### config.mk
export PLATFORM = sky130hd
export DESIGN_NAME = hdr_exit_restart_detector
export DESIGN_NICKNAME = d
export VERILOG_FILES = /design/src/rtl/hdr_exit_restart_detector.sv
export SDC_FILE = /design/constraint.sdc
export NUM_CORES = 1
export LEC_CHECK = 0
export ABC_CLOCK_PERIOD_IN_PS = 1800
export BUFFER_PORTS_ARGS = -buffer_cell sky130_fd_sc_hd__buf_2
export CORE_MARGIN = 2
export CORE_UTILIZATION = 45
export CTS_CLUSTER_SIZE = 8
export DETAILED_ROUTE_END_ITERATION = 10
export PLACE_DENSITY = 0.65
export SYNTH_ARGS = -nofsm -noshare
export SYNTH_HDL_FRONTEND = slang
export SYNTH_SLANG_ARGS = --single-unit
export TNS_END_PERCENT = 1
### constraint.sdc
create_clock -name i_sys_clk -period 1.8 [get_ports i_sys_clk]
set_input_delay 0.27 -clock i_sys_clk [delete_from_list [all_inputs] [get_ports i_sys_clk]]
set_output_delay 0.27 -clock i_sys_clk [all_outputs]
set_load 0.05 [all_outputs]
### src/rtl/hdr_exit_restart_detector.sv
// HDR-DDR Exit / Restart pattern detector: synchronizes raw SCL/SDA, counts SDA
// falls while SCL is low, and raises one-cycle pulses for the Exit and Restart patterns.
module hdr_exit_restart_detector #(
  parameter int SYNC_STAGES = 2
) (
  input  logic       i_sys_clk,
  input  logic       i_sys_rst,
  input  logic       i_en,
  input  logic       i_scl,
  input  logic       i_sda,
  output logic       o_exitdet_EXIT,
  output logic       o_rstdet_RESTART,
  output logic [2:0] o_fall_cnt
);

  typedef enum logic [1:0] {
    ST_IDLE      = 2'd0,
    ST_ARMED     = 2'd1,
    ST_EXIT_HOLD = 2'd2
  } state_t;

  logic [SYNC_STAGES-1:0] r_scl_sync;
  logic [SYNC_STAGES-1:0] r_sda_sync;
  logic                   r_scl_p;
  logic                   r_sda_p;
  logic                   r_scl_rise;
  logic                   r_sda_fall;
  logic                   w_scl_s;
  logic                   w_sda_s;

  state_t                 r_state;
  logic [2:0]             r_cnt;
  logic                   r_exit;
  logic                   r_restart;

  assign w_scl_s = r_scl_sync[SYNC_STAGES-1];
  assign w_sda_s = r_sda_sync[SYNC_STAGES-1];

  // NOTE: pin flops reset to 1 (idle bus) so releasing reset on a quiet bus
  // never looks like a falling edge.
  always_ff @(posedge i_sys_clk or negedge i_sys_rst) begin
    if (!i_sys_rst) begin
      r_scl_sync <= '1;
      r_sda_sync <= '1;
      r_scl_p    <= 1'b1;
      r_sda_p    <= 1'b1;
      r_scl_rise <= 1'b0;
      r_sda_fall <= 1'b0;
    end else begin
      // NOTE: non-blocking assignments make every flop here sample the value
      // from before this edge, which is what builds the shift chain.
      r_scl_sync <= {r_scl_sync[SYNC_STAGES-2:0], i_scl};
      r_sda_sync <= {r_sda_sync[SYNC_STAGES-2:0], i_sda};
      r_scl_p    <= w_scl_s;
      r_sda_p    <= w_sda_s;
      r_scl_rise <= w_scl_s & ~r_scl_p;
      r_sda_fall <= ~w_sda_s & r_sda_p & ~w_scl_s;
    end
  end

  // The edge flags are registered, so r_scl_p / r_sda_p are the pin levels
  // belonging to the same sample as r_scl_rise / r_sda_fall.
  always_ff @(posedge i_sys_clk or negedge i_sys_rst) begin
    if (!i_sys_rst) begin
      r_state   <= ST_IDLE;
      r_cnt     <= 3'd0;
      r_exit    <= 1'b0;
      r_restart <= 1'b0;
    end else begin
      r_exit    <= 1'b0;
      r_restart <= 1'b0;
      if (!i_en) begin
        r_state <= ST_IDLE;
        r_cnt   <= 3'd0;
      end else begin
        unique case (r_state)
          ST_IDLE: begin
            r_cnt <= 3'd0;
            if (!r_scl_p) begin
              r_state <= ST_ARMED;
              if (r_sda_fall) r_cnt <= 3'd1;
            end
          end
          ST_ARMED: begin
            // SCL rise wins over a same-sample SDA fall; that fall is dropped.
            if (r_scl_rise) begin
              r_state <= ST_IDLE;
              r_cnt   <= 3'd0;
              if (r_cnt == 3'd2 && r_sda_p) r_restart <= 1'b1;
            end else if (r_sda_fall) begin
              r_cnt <= r_cnt + 3'd1;
              if (r_cnt == 3'd3) begin
                r_exit  <= 1'b1;
                r_state <= ST_EXIT_HOLD;
              end
            end
          end
          ST_EXIT_HOLD: begin
            if (r_scl_rise) begin
              r_state <= ST_IDLE;
              r_cnt   <= 3'd0;
            end
          end
          default: begin
            r_state <= ST_IDLE;
            r_cnt   <= 3'd0;
          end
        endcase
      end
    end
  end

  assign o_exitdet_EXIT   = r_exit;
  assign o_rstdet_RESTART = r_restart;
  assign o_fall_cnt       = r_cnt;

endmodule

==> flow_metrics.env, run 1 <==
export IMPL_outcome="finished clean"
export IMPL_io_buffers=9
export IMPL_min_from="i_sda"
export IMPL_multiInputGateArea_um2=203.9
export IMPL_syn_area_um2=614.3
export IMPL_netlist_instances=53
export IMPL_setup_ws_ps=496.6
export IMPL_finalCritPeriodShare=0.7241
export IMPL_fin_cells=81
export IMPL_crit_buf_inv=1
export IMPL_row_count=13
export IMPL_ys_async_sr_fraction=1.000
export IMPL_initial_utilization=0.4781
export IMPL_syn_to_final_growth_pct=16.09
export IMPL_cp_end_kind="primary output"
export IMPL_layout_min_cycle_time_ps=1303
export IMPL_arrival_ps=1030
export IMPL_numCtsBuffers=3
export IMPL_wirelength_um=1042
export IMPL_rr_endpoint="o_fall_cnt[2]$_DFFE_PN0P_"
export IMPL_synth_area_per_cell_um2=11.59
export IMPL_r2r_start="o_fall_cnt[0]$_DFFE_PN0P_"
export IMPL_diodes=0
export IMPL_cts_root_buf="clkbuf_4"
export IMPL_drive_gt1_frac=0.3333
export IMPL_ios=10
export IMPL_cts_tree="built"
export IMPL_dp_hpwl_um=723.7
export IMPL_ys_types=19
export IMPL_fin_skew_ps=3.280
export IMPL_crit_family="flip-flops"
export IMPL_clock_path_buffers=2
export IMPL_fillers=120
export IMPL_grt_pass1_wl_um=1718
export IMPL_gp_congestion=0.7525
export IMPL_required_ps=1530
export IMPL_cpPeakStageDelay_ps=450
export IMPL_htreeDepth=1
export IMPL_ant_nets=0
export IMPL_regArea_um2=382.9
export IMPL_clock_sinks=15
export IMPL_cp_max_fo=5
export IMPL_ctsResizeCount=0
export IMPL_drt_pass1_iter_count=4
export IMPL_holdCritPathClass="in2reg"
export IMPL_clock_latency_ps=280
export IMPL_leakage_nw=0.3222
export IMPL_route_detailed_drc=0
export IMPL_clkTransAtPathRegs_ps=100
export IMPL_grt_start_max_net_pins=16
export IMPL_grtUsageTotal=0.1678
export IMPL_ys_flop_type="dfrtp_1"
export IMPL_setup_tns_ps=0
export IMPL_core_area_um2=1285
export IMPL_fin_nets=75
export IMPL_worstHoldEndpoint="r_sda_sync[0]$_DFF_PN1_"
export IMPL_syn_nets=61
export IMPL_synth_top_cell_area_share=0.3666
export IMPL_relSlewSlack=0.7879
export IMPL_reg2reg_slack_ps=520
export IMPL_max_freq_ghz=0.7672
export IMPL_dr_total_vias=408
export IMPL_die_w_um=40.95
export IMPL_grt_overflow=0
export IMPL_drv_slew=0
export IMPL_synth_edff_count=0
export IMPL_crit_path_cell_trace="buf_2"
export IMPL_first_global_vias=397
export IMPL_power_mw=0.6055
export IMPL_startpoint_type="register"
export IMPL_wl_per_cell_um=12.86
export IMPL_crit_slowest_cell="dfrtp_1"
export IMPL_die_area_um2=1677
export IMPL_whs_ps=68.99
export IMPL_worst_slew_pin_slew_ps=318.1
export IMPL_hold_depth=1
export IMPL_synthTopCellsByCount="dfrtp_1, dfstp_2, inv_1, nand2_1"
export IMPL_maxCapViolations=0
export IMPL_ir_drop_mv=0.4905
export IMPL_rr_worst_depth=5
export IMPL_hold_viol=0
export IMPL_yosys_cell_count_top_type="dfrtp_1"
export IMPL_postCtsSetupRepairBufs=0
export IMPL_die_h_um=40.95
export IMPL_yosysSeqAreaShare=0.6232
export IMPL_antenna_found_initial=0
export IMPL_yosysWarnings=0
export IMPL_drtIter0Drc=4
export IMPL_rsz0062_at_grt="false"
export IMPL_yosysTopAreaCell="dfrtp_1"
export IMPL_dp_cells=76
export IMPL_synthTopCellsByArea="dfrtp_1, dfstp_2, ha_1"
export IMPL_crit_type="reg2out"
export IMPL_p_per_area_nw_per_um2=849.0
export IMPL_finalSetupViolations=0
export IMPL_place_ws_ps=536.9
export IMPL_synth_seq_cells=15
export IMPL_vias_per_cell=5.037
sequential cells by signal (all words and copies together) (netlist names), 2 cells and up:
register    flops
o_fall_cnt      3
r_sda_sync      2
r_scl_sync      2
r_state         2
what timing repair did:
item,4_1_cts,5_1_grt
hold endpoints to repair,9,0
setup endpoints to repair,0,0
hold buffers,1,0
worst max path at each step:
stage                                          from                        end  slack [ps]  cells past startpoint
final                     o_fall_cnt[2]$_DFFE_PN0P_              o_fall_cnt[2]         500                      1
after global routing      o_fall_cnt[0]$_DFFE_PN0P_     r_state[0]$_DFFE_PN0P_         440                      5
after CTS                 o_fall_cnt[2]$_DFFE_PN0P_              o_fall_cnt[2]         490                      1
after detailed placement  o_fall_cnt[0]$_DFFE_PN0P_  o_fall_cnt[2]$_DFFE_PN0P_         540                      5
after global placement    o_fall_cnt[0]$_DFFE_PN0P_  o_fall_cnt[2]$_DFFE_PN0P_         590                      5
after floorplan           o_fall_cnt[0]$_DFFE_PN0P_  o_fall_cnt[2]$_DFFE_PN0P_         350                      5
cells by family (layout without fill, tap and decap cells):
logic type      count (synthesis)  after routing  synth area share
flops                          15             15            0.6232
fa+ha+maj                       3              3           0.06111
compound gates                  9              9           0.09163
buf+inv                         7             20           0.04480
simple gates                   19             19            0.1792
area by class of cell:
| class | instances | area share |
|---|---|---|
| inverters | 6 | 0.03158 |
| clock inverters | 1 | 0.01053 |
| multi-input cells | 31 | 0.2860 |
| well taps | 15 | 0.02632 |
| repair buffers | 10 | 0.07719 |
| flip-flops and latches | 15 | 0.5368 |
| clock buffers | 3 | 0.03158 |
power by group:
| part | switching [mW] | total, mW | internal (mW) |
|---|---|---|---|
| sequential | 0.00967 | 0.364 | 0.354 |
| clock | 0.119 | 0.203 | 0.0843 |
| combinational | 0.0235 | 0.0385 | 0.0150 |
| total | 0.152 | 0.605 | 0.453 |
placed cells by master, fill, tap and decap left out, drive strengths merged:
| cell | count |
|---|---|
| a21oi | 3 |
| ha | 3 |
| dlygate4sd3 | 1 |
| o21ai | 1 |
| dfrtp | 9 |
| nand2 | 6 |
| inv | 6 |
| o211ai | 2 |
| nand3 | 3 |
| nor2b | 2 |
| clkinvlp | 1 |
| dfstp | 6 |
| clkbuf | 3 |
| and2b | 1 |
| nor3 | 1 |
| nor4 | 1 |
| nor3b | 2 |
| nor2 | 3 |
| buf | 9 |
| a31oi | 2 |
| o2111ai | 1 |
metrics by stage:
step           utilization  cell area [µm²]
3_5_place_dp        0.5239            673.1
6_report            0.5550            713.2
3_3_place_gp        0.5239            673.1
2_1_floorplan            -            614.3
4_1_cts             0.5550            713.2
5_1_grt             0.5550            713.2
routing by layer:
metal / vias to the layer above / wire, µm / share of wire / track usage
met5: - / 0 / 0 / 0
met4: 0 / 16 / 0.015 / 0.1000
met3: 2 / 21 / 0.020 / 0.04891
met2: 5 / 491 / 0.47 / 0.2461
met1: 197 / 513 / 0.49 / 0.2168
li1: 204 / - / - / -
No activity file was read; power rests on OpenSTA's default activity.
==> run 2: changes to the inputs <==
ABC_CLOCK_PERIOD_IN_PS = 1100   (was 1800)
PLACE_DENSITY = 0.67   (was 0.65)
clock period = 1.1 ns   (was 1.8 ns; I/O delays follow)
==> run 2 against run 1 <==
Effect of this change:
- the flow now finishes with violations (setup timing)
- combinational power up 99%
- setup slack got worse by 580 ps
- die area did not move
- clock power rose by 63%
- first-iteration DRC count increased to 3.3 times the previous value
- cell count rose by 6.2%
- cell area up 15%
- global-route usage decreased by 0.48 points
- critical endpoint is now o_fall_cnt[2]$_DFFE_PN0P_
- largest cell class unchanged
==> flow_metrics.env, run 2 (same netlist as run 1, synthesis figures left out) <==
export IMPL_final_cell_mix="inv_1, dfrtp_1, dfstp_2"
export IMPL_setup_ws_ps=-82.29
export IMPL_die_h_um=40.95
export IMPL_dp_hpwl_um=737.3
export IMPL_maxCapViolations=0
export IMPL_required_ps=1280
export IMPL_row_count=13
export IMPL_clock_path_buffers=2
export IMPL_wirelength_um=1060
export IMPL_route_detailed_drc=0
export IMPL_antenna_found_initial=0
export IMPL_r2r_start="o_fall_cnt[1]$_DFFE_PN0P_"
export IMPL_rsz0062_at_grt="true"
export IMPL_failed_checks="setup timing"
export IMPL_drive_gt1_frac=0.4366
export IMPL_post_route_util=0.6407
export IMPL_ir_drop_mv=1.072
export IMPL_vias_per_cell=4.942
export IMPL_numCtsBuffers=3
export IMPL_startpoint_type="register"
export IMPL_cp_max_fo=3
export IMPL_grt_overflow=0
export IMPL_die_w_um=40.95
export IMPL_whs_ps=159.3
export IMPL_dr_total_vias=425
export IMPL_diodes=0
export IMPL_core_area_um2=1285
export IMPL_first_global_vias=391
export IMPL_setup_tns_ps=-305.7
export IMPL_cts_root_buf="clkbuf_4"
export IMPL_outcome="finished with violations"
export IMPL_fin_nets=80
export IMPL_finalSetupViolations=6
export IMPL_fin_cells=86
export IMPL_dp_cells=79
export IMPL_die_area_um2=1677
export IMPL_place_ws_ps=-61.37
export IMPL_clkTransAtPathRegs_ps=90
export IMPL_leakage_nw=0.3444
export IMPL_grt_pass1_wl_um=1690
export IMPL_finalCritPeriodShare=1.075
export IMPL_gp_congestion=0.7846
export IMPL_clock_latency_ps=290
export IMPL_wl_per_cell_um=12.33
export IMPL_relSlewSlack=0.7851
export IMPL_initial_utilization=0.4781
export IMPL_io_buffers=9
export IMPL_p_per_area_nw_per_um2=1216
export IMPL_cp_end_kind="register"
export IMPL_worst_slew_pin_slew_ps=322.3
export IMPL_fin_skew_ps=1.041
export IMPL_drtIter0Drc=13
export IMPL_drv_slew=0
export IMPL_hold_viol=0
export IMPL_ant_nets=0
export IMPL_drt_pass1_iter_count=4
export IMPL_arrival_ps=1360
export IMPL_reg2reg_slack_ps=-80
export IMPL_htreeDepth=1
export IMPL_max_freq_ghz=0.8458
export IMPL_holdCritPathClass="in2reg"
export IMPL_worstSetupStartpoint="o_fall_cnt[1]$_DFFE_PN0P_"
export IMPL_grt_start_max_net_pins=16
export IMPL_postPlaceCellArea_um2=724.4
export IMPL_stdcell_area_um2=823.3
export IMPL_crit_type="reg2reg"
export IMPL_postCtsSetupRepairBufs=0
export IMPL_ios=10
export IMPL_layout_min_cycle_time_ps=1182
export IMPL_grtUsageTotal=0.1630
export IMPL_syn_to_final_growth_pct=34.01
export IMPL_cts_tree="built"
export IMPL_min_from="i_en"
export IMPL_clock_sinks=15
export IMPL_power_mw=1.001
export IMPL_largest_reg_flops=3
-- run 2: cell types whose count changed in the layout (fill, tap and decap cells not counted), moves of 2 or more --
| cell | before | now |
|---|---|---|
| buf_2 | 9 | 5 |
| buf_6 | 0 | 3 |
| dfrtp_1 | 9 | 6 |
| dfrtp_2 | 0 | 3 |
| buf_8 | 0 | 2 |
| dlygate4sd3_1 | 1 | 3 |
| ha_1 | 3 | 1 |
| ha_4 | 0 | 2 |
-- run 2: timing repair --
action / CTS / global route
cloned: 0 / 0
endpoints found under the setup margin: 7 / 9
pin swaps: 2 / 3
endpoints found under the hold margin: 11 / 0
resized for setup: 11 / 2
hold buffers: 3 / 0
-- run 2: worst paths after layout --
| kind | endpoint | cells past startpoint |
|---|---|---|
| min | o_rstdet_RESTART$_DFF_PN0_ | 3 |
| max reg2reg | o_fall_cnt[2]$_DFFE_PN0P_ | 5 |
| max in group asynchronous | r_scl_p$_DFF_PN1_ | 2 |
| min reg2reg | r_scl_sync[1]$_DFF_PN1_ | 0 |
| min in group asynchronous | r_scl_rise$_DFF_PN0_ | 2 |
| max | o_fall_cnt[2]$_DFFE_PN0P_ | 5 |
-- run 2: critical path: stages, from the launching register on --
cell	delay (ps)
dfrtp_2	450
ha_4	170
ha_4	250
nand2_2	30
o211ai_1	80
a21oi_1	80
-- run 2: report_power, final --
part | switching, mW | total, mW | internal [mW] | leakage, nW
registers | 0.0148 | 0.594 | 0.579 | 0.181
logic | 0.0416 | 0.0768 | 0.0352 | 0.149
clock network | 0.192 | 0.330 | 0.138 | 0.0139
total | 0.248 | 1.00 | 0.753 | 0.344
-- run 2: layer usage --
layer	wire length [µm]	track usage	up-vias
met5	0	0	-
met4	27	0.07500	0
met3	60	0.03261	4
met2	464	0.2461	13
met1	507	0.2230	196
li1	-	-	212
-- run 2: cell type report --
cell class                      instances  area [µm²]
Inverter                                6       22.52
Fill cell                              94       461.7
Tap cell                               15       18.77
Clock buffer                            3       22.52
Timing Repair Buffer                   15       133.9
Clock inverter                          1       7.507
Sequential cell                        15       386.6
Multi-Input combinational cell         31       231.5
==> run 3: changes to the inputs <==
BUFFER_PORTS_ARGS = -buffer_cell sky130_fd_sc_hd__buf_4   (was -buffer_cell sky130_fd_sc_hd__buf_2)
GPL_TIMING_DRIVEN = 1   (was default)
SETUP_SLACK_MARGIN = 0.1   (was default)
==> run 3 against run 2 <==
Effect of this change:
- the run still ends with setup timing left
- combinational power up 7.8%
- critical path depth unchanged
- routed wire length is 7.5% higher
- flip-flop and latch count stayed put
- first-iteration DRC count decreased by 77%
- critical path type unchanged
==> flow_metrics.env, run 3 (same netlist as run 1, synthesis figures left out) <==
export IMPL_fin_nets=80
export IMPL_initial_utilization=0.4781
export IMPL_diodes=0
export IMPL_clock_sinks=15
export IMPL_vias_per_cell=4.907
export IMPL_postPlaceCellArea_um2=747.0
export IMPL_drive_gt1_frac=0.4366
export IMPL_route_detailed_drc=0
export IMPL_ant_nets=0
export IMPL_max_freq_ghz=0.8421
export IMPL_leakage_nw=0.3535
export IMPL_clock_latency_ps=280
export IMPL_setup_ws_ps=-87.54
export IMPL_finalSetupViolations=7
export IMPL_gp_congestion=0.7516
export IMPL_grt_overflow=0
export IMPL_io_buffers=9
export IMPL_die_w_um=40.95
export IMPL_die_area_um2=1677
export IMPL_crit_type="reg2reg"
export IMPL_wl_per_cell_um=13.24
export IMPL_layout_min_cycle_time_ps=1188
export IMPL_grtUsageTotal=0.1674
export IMPL_numCtsBuffers=3
export IMPL_ir_drop_mv=0.8104
export IMPL_drv_slew=0
export IMPL_largest_reg_flops=3
export IMPL_failed_checks="setup timing"
export IMPL_holdCritPathClass="in2reg"
export IMPL_core_area_um2=1285
export IMPL_htreeDepth=1
export IMPL_ios=10
export IMPL_cp_max_fo=3
export IMPL_row_count=13
export IMPL_final_cell_mix="inv_1, dfrtp_1, dfstp_2"
export IMPL_fillers=99
export IMPL_dp_cells=79
export IMPL_dr_total_vias=422
export IMPL_required_ps=1270
export IMPL_p_per_area_nw_per_um2=1175
export IMPL_clock_path_buffers=2
export IMPL_worst_slew_pin_slew_ps=308.2
export IMPL_maxCapViolations=0
export IMPL_drtIter0Drc=3
export IMPL_rsz0062_at_grt="true"
export IMPL_cts_tree="built"
export IMPL_postCtsSetupRepairBufs=0
export IMPL_post_route_util=0.6543
export IMPL_startpoint_type="register"
export IMPL_dp_hpwl_um=804.6
export IMPL_wirelength_um=1139
export IMPL_stdcell_area_um2=840.8
export IMPL_outcome="finished with violations"
export IMPL_place_ws_ps=-88.51
export IMPL_arrival_ps=1360
export IMPL_grt_pass1_wl_um=1662
export IMPL_fin_cells=86
export IMPL_hold_viol=0
export IMPL_die_h_um=40.95
export IMPL_whs_ps=169.3
export IMPL_relSlewSlack=0.7945
export IMPL_clkTransAtPathRegs_ps=90
export IMPL_syn_to_final_growth_pct=36.86
export IMPL_antenna_found_initial=0
export IMPL_cts_root_buf="clkbuf_4"
export IMPL_fin_skew_ps=4.196
export IMPL_grt_start_max_net_pins=16
export IMPL_first_global_vias=368
export IMPL_cp_end_kind="register"
export IMPL_drt_pass1_iter_count=2
export IMPL_finalCritPeriodShare=1.080
==> run 3: area by class of cell <==
class	instances	area, µm²	area share
Multi-Input combinational cell	31	231.5	0.2753
Clock buffer	3	22.52	0.02679
Sequential cell	15	386.6	0.4598
Clock inverter	1	5.005	0.005952
Tap cell	15	18.77	0.02232
Inverter	6	22.52	0.02679
Timing Repair Buffer	15	153.9	0.1830
==> run 3: metal layers <==
metal | global-route usage | wire length (µm)
met5 | 0 | 0
met2 | 0.2422 | 531
met3 | 0.05978 | 59
met1 | 0.2118 | 548
met4 | 0.1000 | 0
==> run 3: critical path: stages, from the launching register on <==
cell      delay (ps)
dfrtp_2          450
ha_4             170
ha_4             250
nand2_2           40
o211ai_1          90
a21oi_1           80
==> run 3: path summary, 6_finish.rpt <==
| path | start | endpoint | slack, ps | depth (start not counted) |
|---|---|---|---|---|
| worst max-delay path | o_fall_cnt[1]$_DFFE_PN0P_ | o_fall_cnt[2]$_DFFE_PN0P_ | -90 | 5 |
| worst min-delay path | i_en | o_rstdet_RESTART$_DFF_PN0_ | 170 | 3 |
| worst max register to register | o_fall_cnt[1]$_DFFE_PN0P_ | o_fall_cnt[2]$_DFFE_PN0P_ | -90 | 5 |
| worst min register to register | r_sda_sync[0]$_DFF_PN1_ | r_sda_sync[1]$_DFF_PN1_ | 360 | 0 |
| max in group asynchronous | i_sys_rst | r_scl_p$_DFF_PN1_ | 600 | 2 |
| min in group asynchronous | i_sys_rst | r_scl_rise$_DFF_PN0_ | 260 | 2 |
==> run 3: repair_timing <==
item	4_1_cts	5_1_grt
gates cloned	0	0
endpoints found under the hold margin	17	0
setup endpoints to repair	12	12
pin swaps	2	0
gates resized for setup	11	0
hold buffers	3	0
==> run 3: power breakdown <==
group          internal, mW  switching [mW]  total, mW
Sequential            0.579          0.0153      0.594
Combinational        0.0394          0.0434     0.0828
Clock                 0.135           0.176      0.311
Total                 0.754           0.234      0.988
==> run 3: through the flow <==
stage	setup TNS [ps]	power (mW)
after global placement	-48.13	0.6727
final	-339.3	0.9879
after floorplan	-547.0	0.6377
after CTS	-368.6	1.004
after global routing	-610.2	1.043
after detailed placement	-101.3	0.6746
